**src/rtl/cache_fill_fsm.sv**
```systemverilog
// Cache miss fill controller: fetches one 8-word block from pipelined memory,
// writes each returned word into the data array and the tag on the last word.
module cache_fill_fsm #(
   parameter int WORDS_PER_BLOCK = 8
) (
   input  logic        clk,
   input  logic        rst_n,
   input  logic        miss_detected,
   input  logic [15:0] miss_address,
   input  logic        memory_data_valid,
   output logic        fsm_busy,
   output logic        memory_enable,
   output logic [15:0] memory_address,
   output logic        write_data_array,
   output logic [15:0] fill_word_addr,
   output logic        write_tag_array,
   output logic        dbg_state
);

   // Memory handshake: memory_enable is a one-cycle request with no ready;
   // memory_data_valid returns exactly one word per accepted request, in issue order.
   typedef enum logic {
      IDLE = 1'b0,
      FILL = 1'b1
   } state_t;

   localparam logic [3:0] NUM_WORDS = 4'(WORDS_PER_BLOCK);
   localparam logic [3:0] LAST_WORD = 4'(WORDS_PER_BLOCK - 1);

   state_t      state_q, state_d;
   logic [3:0]  issue_cnt_q, issue_cnt_d;
   logic [3:0]  recv_cnt_q, recv_cnt_d;
   logic [15:0] block_base_q, block_base_d;

   logic        busy_c, mem_en_c, wr_data_c, wr_tag_c;
   logic [15:0] mem_addr_c, fill_addr_c;

   always_comb begin
      state_d      = state_q;
      issue_cnt_d  = issue_cnt_q;
      recv_cnt_d   = recv_cnt_q;
      block_base_d = block_base_q;
      busy_c       = 1'b0;
      mem_en_c     = 1'b0;
      wr_data_c    = 1'b0;
      wr_tag_c     = 1'b0;
      mem_addr_c   = block_base_q;
      fill_addr_c  = block_base_q;

      case (state_q)
         IDLE: begin
            busy_c = miss_detected;
            if (miss_detected) begin
               block_base_d = {miss_address[15:4], 4'h0};
               issue_cnt_d  = 4'd0;
               recv_cnt_d   = 4'd0;
               state_d      = FILL;
            end
         end
         FILL: begin
            busy_c = 1'b1;
            if (issue_cnt_q < NUM_WORDS) begin
               mem_en_c    = 1'b1;
               mem_addr_c  = block_base_q + {11'd0, issue_cnt_q, 1'b0};
               issue_cnt_d = issue_cnt_q + 4'd1;
            end
            if (memory_data_valid && (recv_cnt_q < NUM_WORDS)) begin
               wr_data_c   = 1'b1;
               fill_addr_c = block_base_q + {11'd0, recv_cnt_q, 1'b0};
               recv_cnt_d  = recv_cnt_q + 4'd1;
               // Tag goes with the final word so the line only becomes valid once complete.
               if (recv_cnt_q == LAST_WORD) begin
                  wr_tag_c = 1'b1;
                  state_d  = IDLE;
               end
            end
         end
         default: state_d = IDLE;
      endcase
   end

   always_ff @(posedge clk) begin
      if (!rst_n) begin
         state_q      <= IDLE;
         issue_cnt_q  <= 4'd0;
         recv_cnt_q   <= 4'd0;
         block_base_q <= 16'h0000;
      end else begin
         state_q      <= state_d;
         issue_cnt_q  <= issue_cnt_d;
         recv_cnt_q   <= recv_cnt_d;
         block_base_q <= block_base_d;
      end
   end

   // Outputs are forced low while reset is asserted, even mid-fill.
   assign fsm_busy         = rst_n & busy_c;
   assign memory_enable    = rst_n & mem_en_c;
   assign write_data_array = rst_n & wr_data_c;
   assign write_tag_array  = rst_n & wr_tag_c;
   assign memory_address   = rst_n ? mem_addr_c  : 16'h0000;
   assign fill_word_addr   = rst_n ? fill_addr_c : 16'h0000;
   assign dbg_state        = rst_n & (state_q == FILL);

endmodule
```
**config.mk**
```make
export PLATFORM = sky130hd
export DESIGN_NAME = cache_fill_fsm
export DESIGN_NICKNAME = d
export VERILOG_FILES = /design/src/rtl/cache_fill_fsm.sv
export SDC_FILE = /design/constraint.sdc
export NUM_CORES = 1
export LEC_CHECK = 0
export BUFFER_PORTS_ARGS = -buffer_cell sky130_fd_sc_hd__buf_2
export CORE_MARGIN = 3
export CORE_UTILIZATION = 40
export CTS_CLUSTER_SIZE = 20
export DETAILED_ROUTE_END_ITERATION = 10
export HOLD_SLACK_MARGIN = 0.08
export PLACE_DENSITY = 0.71
export REMOVE_ABC_BUFFERS = 1
export SYNTH_ARGS = -nofsm -noshare
export SYNTH_HDL_FRONTEND = slang
export SYNTH_SLANG_ARGS = --single-unit
```
**constraint.sdc**
```tcl
create_clock -name clk -period 1.7 [get_ports clk]
set_input_delay 0 -clock clk [delete_from_list [all_inputs] [get_ports clk]]
set_output_delay 0 -clock clk [all_outputs]
set_load 0.02 [all_outputs]
```
* After elaboration in Yosys (flattened, before gate mapping) *
Cells that the tools add are included.

cells by class
  reduce and logical (&&, ||, !) cells = 4
  $add $sub $neg = 4
  mux-type cells = 23
  multiply operators = 0
  bitwise operators = 6
  $lt $le $gt $ge = 2
  eq/ne operators = 4
  shifts and indexed selects = 0
  divide/modulo/power cells = 0

operator list
  kind                   count
  $mux W16               6
  $add A16 B5 Y16        2
  $pmux W4 S2            2
  $mux W4                3
  $mux W1                10
  $add A4 B1 Y4 const B  2
  $lt A4 B4 Y1 const B   2
  $reduce_and A2 Y1      3
  $and A1 B1 Y1          5
  $eq A4 B3 Y1 const B   1
  $ne A2 B1 Y1 const B   2
  $pmux W1 S2            2
  $ne A2 B2 Y1 const B   1
  $logic_and A1 B1 Y1    1
  $not A1 Y1             1

word-level totals
  RAM bits = 0
  ROM bits = 0
  output and inout bits = 37
  input bits = 20
  latch bits = 0
  memories kept = 0
  register bits after elaboration = 21
  logic and storage cells = 47

* Depth between registers and ports, before layout *
Gate-level depths: netlist of run 1.

  depth after elaboration = 5
  mapped depth = 5
  gate-level depth less buffers = 5

* Worst setup path after synthesis of run 1 *
Ideal clock, no wire load.

  path type = register to output
  start point = register issue_cnt_q[3]
  end point = output port memory_address[12]
  cell stages (with the launch flop) = 6
  slack = 40 ps
  required time = 1700 ps
  buffers on the path = 0
  arrival = 1660 ps
  cell sequence = dfxtp_1 and2_1 ha_1 nand4b_1 or4_1 a21oi_1

between the ends
  word-level cells in the longest chain between the ends = 4
  elaborated cells on any way between the ends = 5
  classes of those cells = add/sub (1); order compare (1); mux (3)

ends and longest elaborated chain
  element                                          line    text
  start: declaration                               31      logic [3:0] issue_cnt_q, issue_cnt_d;
  start signal: assignment                         90      issue_cnt_q <= issue_cnt_d;
  $add A16 B5 Y16 or $lt A4 B4 Y1 (tied branches)  64, 62
  $mux W16 *                                       62      if (issue_cnt_q < NUM_WORDS) begin
  $mux W16 *                                       50      case (state_q)
  $mux W16 *                                       101     assign memory_address = rst_n ? mem_addr_c : 16'h0000;
  end: declaration                                 13      output logic [15:0] memory_address,

Mark *: on every way between the ends. The rest lies on a longest branch, timed or not.

* Worst setup path after layout of run 1 *
  start point = register block_base_q[4]
  end point = output port memory_address[12]

between the ends
  word-level cells in the longest chain between the ends = 4

ends and longest elaborated chain
  element                   line  text
  start: declaration        33    logic [15:0] block_base_q, block_base_d;
  start signal: assignment  92    block_base_q <= block_base_d;
  $add A16 B5 Y16           64    mem_addr_c = block_base_q + {11'd0, issue_cnt_q, 1'b0};
  $mux W16                  62
  $mux W16                  50
  $mux W16                  101

Every way passes these cells.

==> out/summary.txt, run 1 <==
Hold Path Class: input port to flip-flop
Worst-path clk slew: 0.13 ns
Worst IR Drop VDD: 0.440 mV
Top Ports: 57
Die width: 60.7 um
FMAX: 0.522 GHz
CP Class: flip-flop to output port
CTS Buffer Depth: 2
Status: finished with violations
Vias per Instance: 5.17
CP Capture Type: output port
Internal power: 0.707 mW
Diodes inserted: 0
Layout cells sized above 1: 0.353
Largest stage delay, worst path: 0.52 ns
PwrDens: 580 nW/um^2
Setup Skew: 0.00285 ns
Register area share after synthesis: 0.351
Sw power: 0.327 mW
WL/cell: 13.4 um
Cells after synthesis: 163
Final worst path period need: 1.92 ns
Final ANT Viol Nets: 0
Core area: 2810 um^2
Yosys warns: 0
Starting Density: 0.427
Via count: 1361
CP required: 1.70 ns
Gr ovfl total: 0
Final WL: 3510 um
NumNets Final: 256
Worst Path Max Fanout: 3
Worst-Skew Late Latency: 0.31 ns
Synthesis-to-finish area growth: 48.6%
Seq pwr share: 0.525
Max_cap viols: 0
Most common cell after layout, fill and taps aside: buf_2
Root Buffer: clkbuf_4
RD Place Congestion: 0.813
Clock network power share: 0.249
Yosys reg bits: 21
H-Tree Level Count: 1
Design area: 1780 um^2
Vias in the first global route: 1153
Slowest cell on crit path: or4_4
Comb pwr share: 0.226
Largest net degree at the start of global routing: 27
Post-synthesis cell type count: 33
Leading cell types in the layout, fill and taps excluded: buf_2, nand2_1, and2_1
Post-DP Area: 1480 um^2
Fin crit share: 1.13
Synth Cell Area: 1200 um^2
Syn_area_per_cell: 7.35 um^2
Setup crit start kind: flip-flop
First-pass DRT Iterations: 4
Number of CTS-inserted buffers: 3
Row count: 19
Max Slew Vio Count: 0
RSZ-0062 raised after global routing: yes
Clk sink count: 21
Initial drt markers: 86
Total global-route track usage: 0.185
Antenna violations before repair: 0
Pleak: 0.824 nW
CP arrival: 1.92 ns
Final Util: 0.635
CP Cell Sequence: and2_4, ha_4, nand4b_1, or4_4, a21oi_2, buf_6
WHS: 0.163 ns
Sw Share: 0.316
Remaining DRCs: 0
HPWL after DPL: 2210 um
Die H: 60.7 um
Total Die Area: 3690 um^2
Fin. Hold Viols: 0
Port bufs: 50
Global-route wire length before repair: 5160 um
Setup violators final: 4
Violated checks: setup timing
Post-route setup slack: -0.215 ns
CTS tree: yes
==> kinds of logic (layout without fill, tap and decap cells) <==
| group | after synthesis | in the layout | share of synthesized area |
|---|---|---|---|
| fa+ha+maj | 3 | 3 | 0.0313 |
| flops | 21 | 21 | 0.351 |
| xor+xnor | 1 | 1 | 0.00731 |
| mux | 2 | 2 | 0.0188 |
| other cells | 1 | 2 | 0.00313 |
| buf+inv | 13 | 81 | 0.0511 |
| compound gates | 33 | 33 | 0.149 |
| simple gates | 89 | 89 | 0.388 |
==> per-layer routing <==
| metal | vias to the layer above | GRT usage | part of all wire |
|---|---|---|---|
| li1 | 688 | - | - |
| met1 | 628 | 0.224 | 0.43 |
| met2 | 39 | 0.319 | 0.51 |
| met3 | 6 | 0.0489 | 0.043 |
| met4 | 0 | 0.0557 | 0.015 |
| met5 | - | 0 | 0 |
==> area by class of cell <==
class | count | area (um^2)
clock buffers | 3 | 22.5
inverters | 2 | 7.51
repair buffers | 75 | 489
well taps | 31 | 38.8
flip-flops and latches | 21 | 427
clock inverters | 1 | 7.51
fillers | 267 | 1020
multi-input cells | 130 | 790
==> Yosys cell counts <==
| master | instances | share of area |
|---|---|---|
| nand2_1 | 32 | 0.10 |
| nor2_1 | 6 | 0.019 |
| o31ai_1 | 1 | 0.0063 |
| and2_1 | 22 | 0.11 |
| a31oi_1 | 1 | 0.0052 |
| and3b_1 | 1 | 0.0073 |
| a41oi_1 | 1 | 0.0073 |
| nor4_1 | 1 | 0.0052 |
| dfxtp_1 | 21 | 0.35 |
| buf_2 | 1 | 0.0042 |
| o21ai_0 | 5 | 0.021 |
| nand2b_1 | 5 | 0.026 |
| or3_1 | 1 | 0.0052 |
| nand3_1 | 4 | 0.017 |
| and3_1 | 6 | 0.031 |
| nand4b_1 | 1 | 0.0073 |
| ha_1 | 3 | 0.031 |
| buf_1 | 1 | 0.0031 |
| a211oi_1 | 1 | 0.0063 |
| a21oi_1 | 23 | 0.096 |
| or4_1 | 2 | 0.013 |
| mux2_2 | 2 | 0.019 |
| and2b_1 | 1 | 0.0063 |
| nor3_1 | 2 | 0.0084 |
| clkbuf_1 | 6 | 0.019 |
| inv_1 | 2 | 0.0063 |
| conb_1 | 1 | 0.0031 |
| xor2_1 | 1 | 0.0073 |
| buf_4 | 3 | 0.019 |
| a311oi_1 | 1 | 0.0073 |
| nand3b_1 | 2 | 0.013 |
| nand4_1 | 2 | 0.010 |
| nor2b_1 | 1 | 0.0052 |
==> sequential cells by signal, indices dropped and copies added (netlist names) <==
| name | cells |
|---|---|
| state_q | 1 |
| issue_cnt_q | 4 |
| recv_cnt_q | 4 |
| block_base_q | 12 |
==> worst max-delay path: cells and delay by family (launching register included) <==
family	cells	cell delay [ns]
compound gates	1	0.19
fa+ha+maj	1	0.13
buf+inv	1	0.14
flops	1	0.35
simple gates	3	0.80
==> stage by stage <==
step           setup WS, ns  setup TNS, ns  power [mW]  std cells
2_1_floorplan        0.0350              0       0.657        153
3_3_place_gp          0.136              0       0.739        240
3_5_place_dp          0.101              0       0.740        240
4_1_cts              -0.209         -0.365        1.02        258
5_1_grt              -0.282         -0.844        1.09        263
6_report             -0.215         -0.530        1.03        263
==> power groups by stage <==
stage | Clock (mW) | Combinational [mW] | Sequential (mW)
2_1_floorplan | 0 | 0.112 | 0.544
3_3_place_gp | 0 | 0.191 | 0.548
3_5_place_dp | 0 | 0.192 | 0.548
4_1_cts | 0.262 | 0.222 | 0.539
5_1_grt | 0.285 | 0.257 | 0.546
6_report | 0.258 | 0.234 | 0.542
==> timing repair <==
| item | CTS | global route |
|---|---|---|
| buffers inserted | 1 | 5 |
| gates resized for setup | 14 | 11 |
| hold buffers | 13 | 0 |
| setup endpoints to repair | 5 | 5 |
| hold endpoints to repair | 13 | 0 |
| pin swaps | 4 | 5 |
==> path summary, 6_finish.rpt <==
kind | slack, ns | start | end | cells past startpoint
setup / recovery | -0.22 | block_base_q[4] | memory_address[12] | 6
setup reg to reg | 0.27 | state_q | recv_cnt_q[2] | 4
hold / removal | 0.16 | memory_data_valid | recv_cnt_q[1] | 4
hold reg to reg | 0.47 | block_base_q[15] | block_base_q[15] | 2
Power figures use the tool's default switching activity.
==> run 2, diff against run 1 <==
BUFFER_PORTS_ARGS = default   (was -buffer_cell sky130_fd_sc_hd__buf_2)
DONT_BUFFER_PORTS = 1   (was default)
PLACE_DENSITY = default   (was 0.71)
==> out/summary.txt, run 2 (same netlist as run 1, synthesis figures left out) <==
Initial drt markers: 31
Max_cap viols: 0
Final cell count without fillers: 215
Setup violators final: 4
First-pass DRT Iterations: 4
H-Tree Level Count: 1
Largest net degree at the start of global routing: 27
Diodes inserted: 0
Via count: 1171
CP Capture Type: output port
HPWL after DPL: 2140 um
Violated checks: setup timing
Clk sink count: 21
Antenna violations before repair: 0
WHS: 0.0901 ns
DP Cell Count: 193
Synthesis-to-finish area growth: 27.8%
Vias in the first global route: 1125
WL/cell: 15.2 um
Setup crit start kind: flip-flop
Worst-Skew Late Latency: 0.31 ns
Final Util: 0.546
Max reg flops: 12
NumNets Final: 208
PwrDens: 639 nW/um^2
Port bufs: 0
CTS Buffer Depth: 2
Max Slew Vio Count: 0
Final ANT Viol Nets: 0
Leading cell types in the layout, fill and taps excluded: nand2_1, a21oi_1, and2_1
RD Place Congestion: 0.785
Hold Path Class: input port to flip-flop
Pleak: 0.608 nW
Number of CTS-inserted buffers: 3
Root Buffer: clkbuf_4
Die width: 60.7 um
Layout cells sized above 1: 0.174
Biggest regs: block_base_q: 12 flops, issue_cnt_q: 4 flops, recv_cnt_q: 4 flops
Final WL: 3270 um
Slew Limit Headroom: 0.543
Worst Path Max Fanout: 3
RSZ-0062 raised after global routing: yes
CTS tree: yes
Total global-route track usage: 0.177
Post-DP Area: 1250 um^2
Final worst path period need: 1.90 ns
Gr ovfl total: 0
Row count: 19
Fin. Hold Viols: 0
Slew at the pin with the worst max-slew slack: 0.685 ns
Design area: 1530 um^2
Remaining DRCs: 0
Starting Density: 0.427
Biggest register: block_base_q
Setup slack at placement: 0.0951 ns
Fin crit share: 1.12
Worst IR Drop VDD: 0.425 mV
FMAX: 0.526 GHz
Die H: 60.7 um
Fill cell count: 257
Setup Skew: 0.00621 ns
CP arrival: 1.90 ns
CP required: 1.70 ns
Top Ports: 57
Core area: 2810 um^2
Total Die Area: 3690 um^2
Status: finished with violations
Vias per Instance: 5.45
Global-route wire length before repair: 4970 um
Most common cell after layout, fill and taps aside: nand2_1
Worst-path clk slew: 0.13 ns
CP Class: flip-flop to output port
Post-route setup slack: -0.200 ns
-- run 2: stage by stage --
step	power, mW	TNS [ns]
global placement	0.694	0
finish	0.979	-0.467
floorplan	0.657	0
global route	1.04	-0.976
CTS	0.982	-0.496
detailed placement	0.698	0
-- run 2: what timing repair did --
item,CTS,global route
endpoints found under the hold margin,19,0
setup buffers,3,1
gates cloned,0,0
resized for setup,10,9
endpoints found under the setup margin,4,7
hold buffers,14,0
pin swaps,5,3
-- run 2: power by group --
part | total [mW] | switching, mW | internal, mW
sequential | 0.539 | 0.0252 | 0.514
clock | 0.254 | 0.166 | 0.0879
combinational | 0.185 | 0.114 | 0.0715
-- run 2: critical path, cell delays in order (launching register included) --
cell      delay, ns
dfxtp_2        0.35
and2_4         0.14
ha_4           0.13
nand4b_1       0.16
or4_4          0.53
a21oi_4        0.14
buf_6          0.14
-- run 2: final cells by class --
class,instances,area [um^2],share of cell area
Multi-Input combinational cell,130,790,0.516
Sequential cell,21,423,0.276
Timing Repair Buffer,27,245,0.160
Tap cell,31,38.8,0.0253
Clock buffer,3,22.5,0.0147
Inverter,2,7.51,0.00490
Clock inverter,1,5.00,0.00327
-- run 2: layer usage --
metal | GRT usage | up-vias | wire [um]
met4 | 0.0464 | 0 | 14
met2 | 0.318 | 32 | 1700
met3 | 0.0277 | 2 | 155
met1 | 0.219 | 546 | 1410
met5 | 0 | - | 0
li1 | - | 591 | -
-- run 2: worst paths after layout --
| path | slack [ns] | cells after the start | endpoint | from |
|---|---|---|---|---|
| worst max-delay path | -0.20 | 6 | memory_address[12] | block_base_q[4] |
| worst max register to register | 0.25 | 5 | block_base_q[13] | state_q |
| worst min-delay path | 0.09 | 2 | state_q | memory_data_valid |
| worst min register to register | 0.47 | 2 | block_base_q[15] | block_base_q[15] |
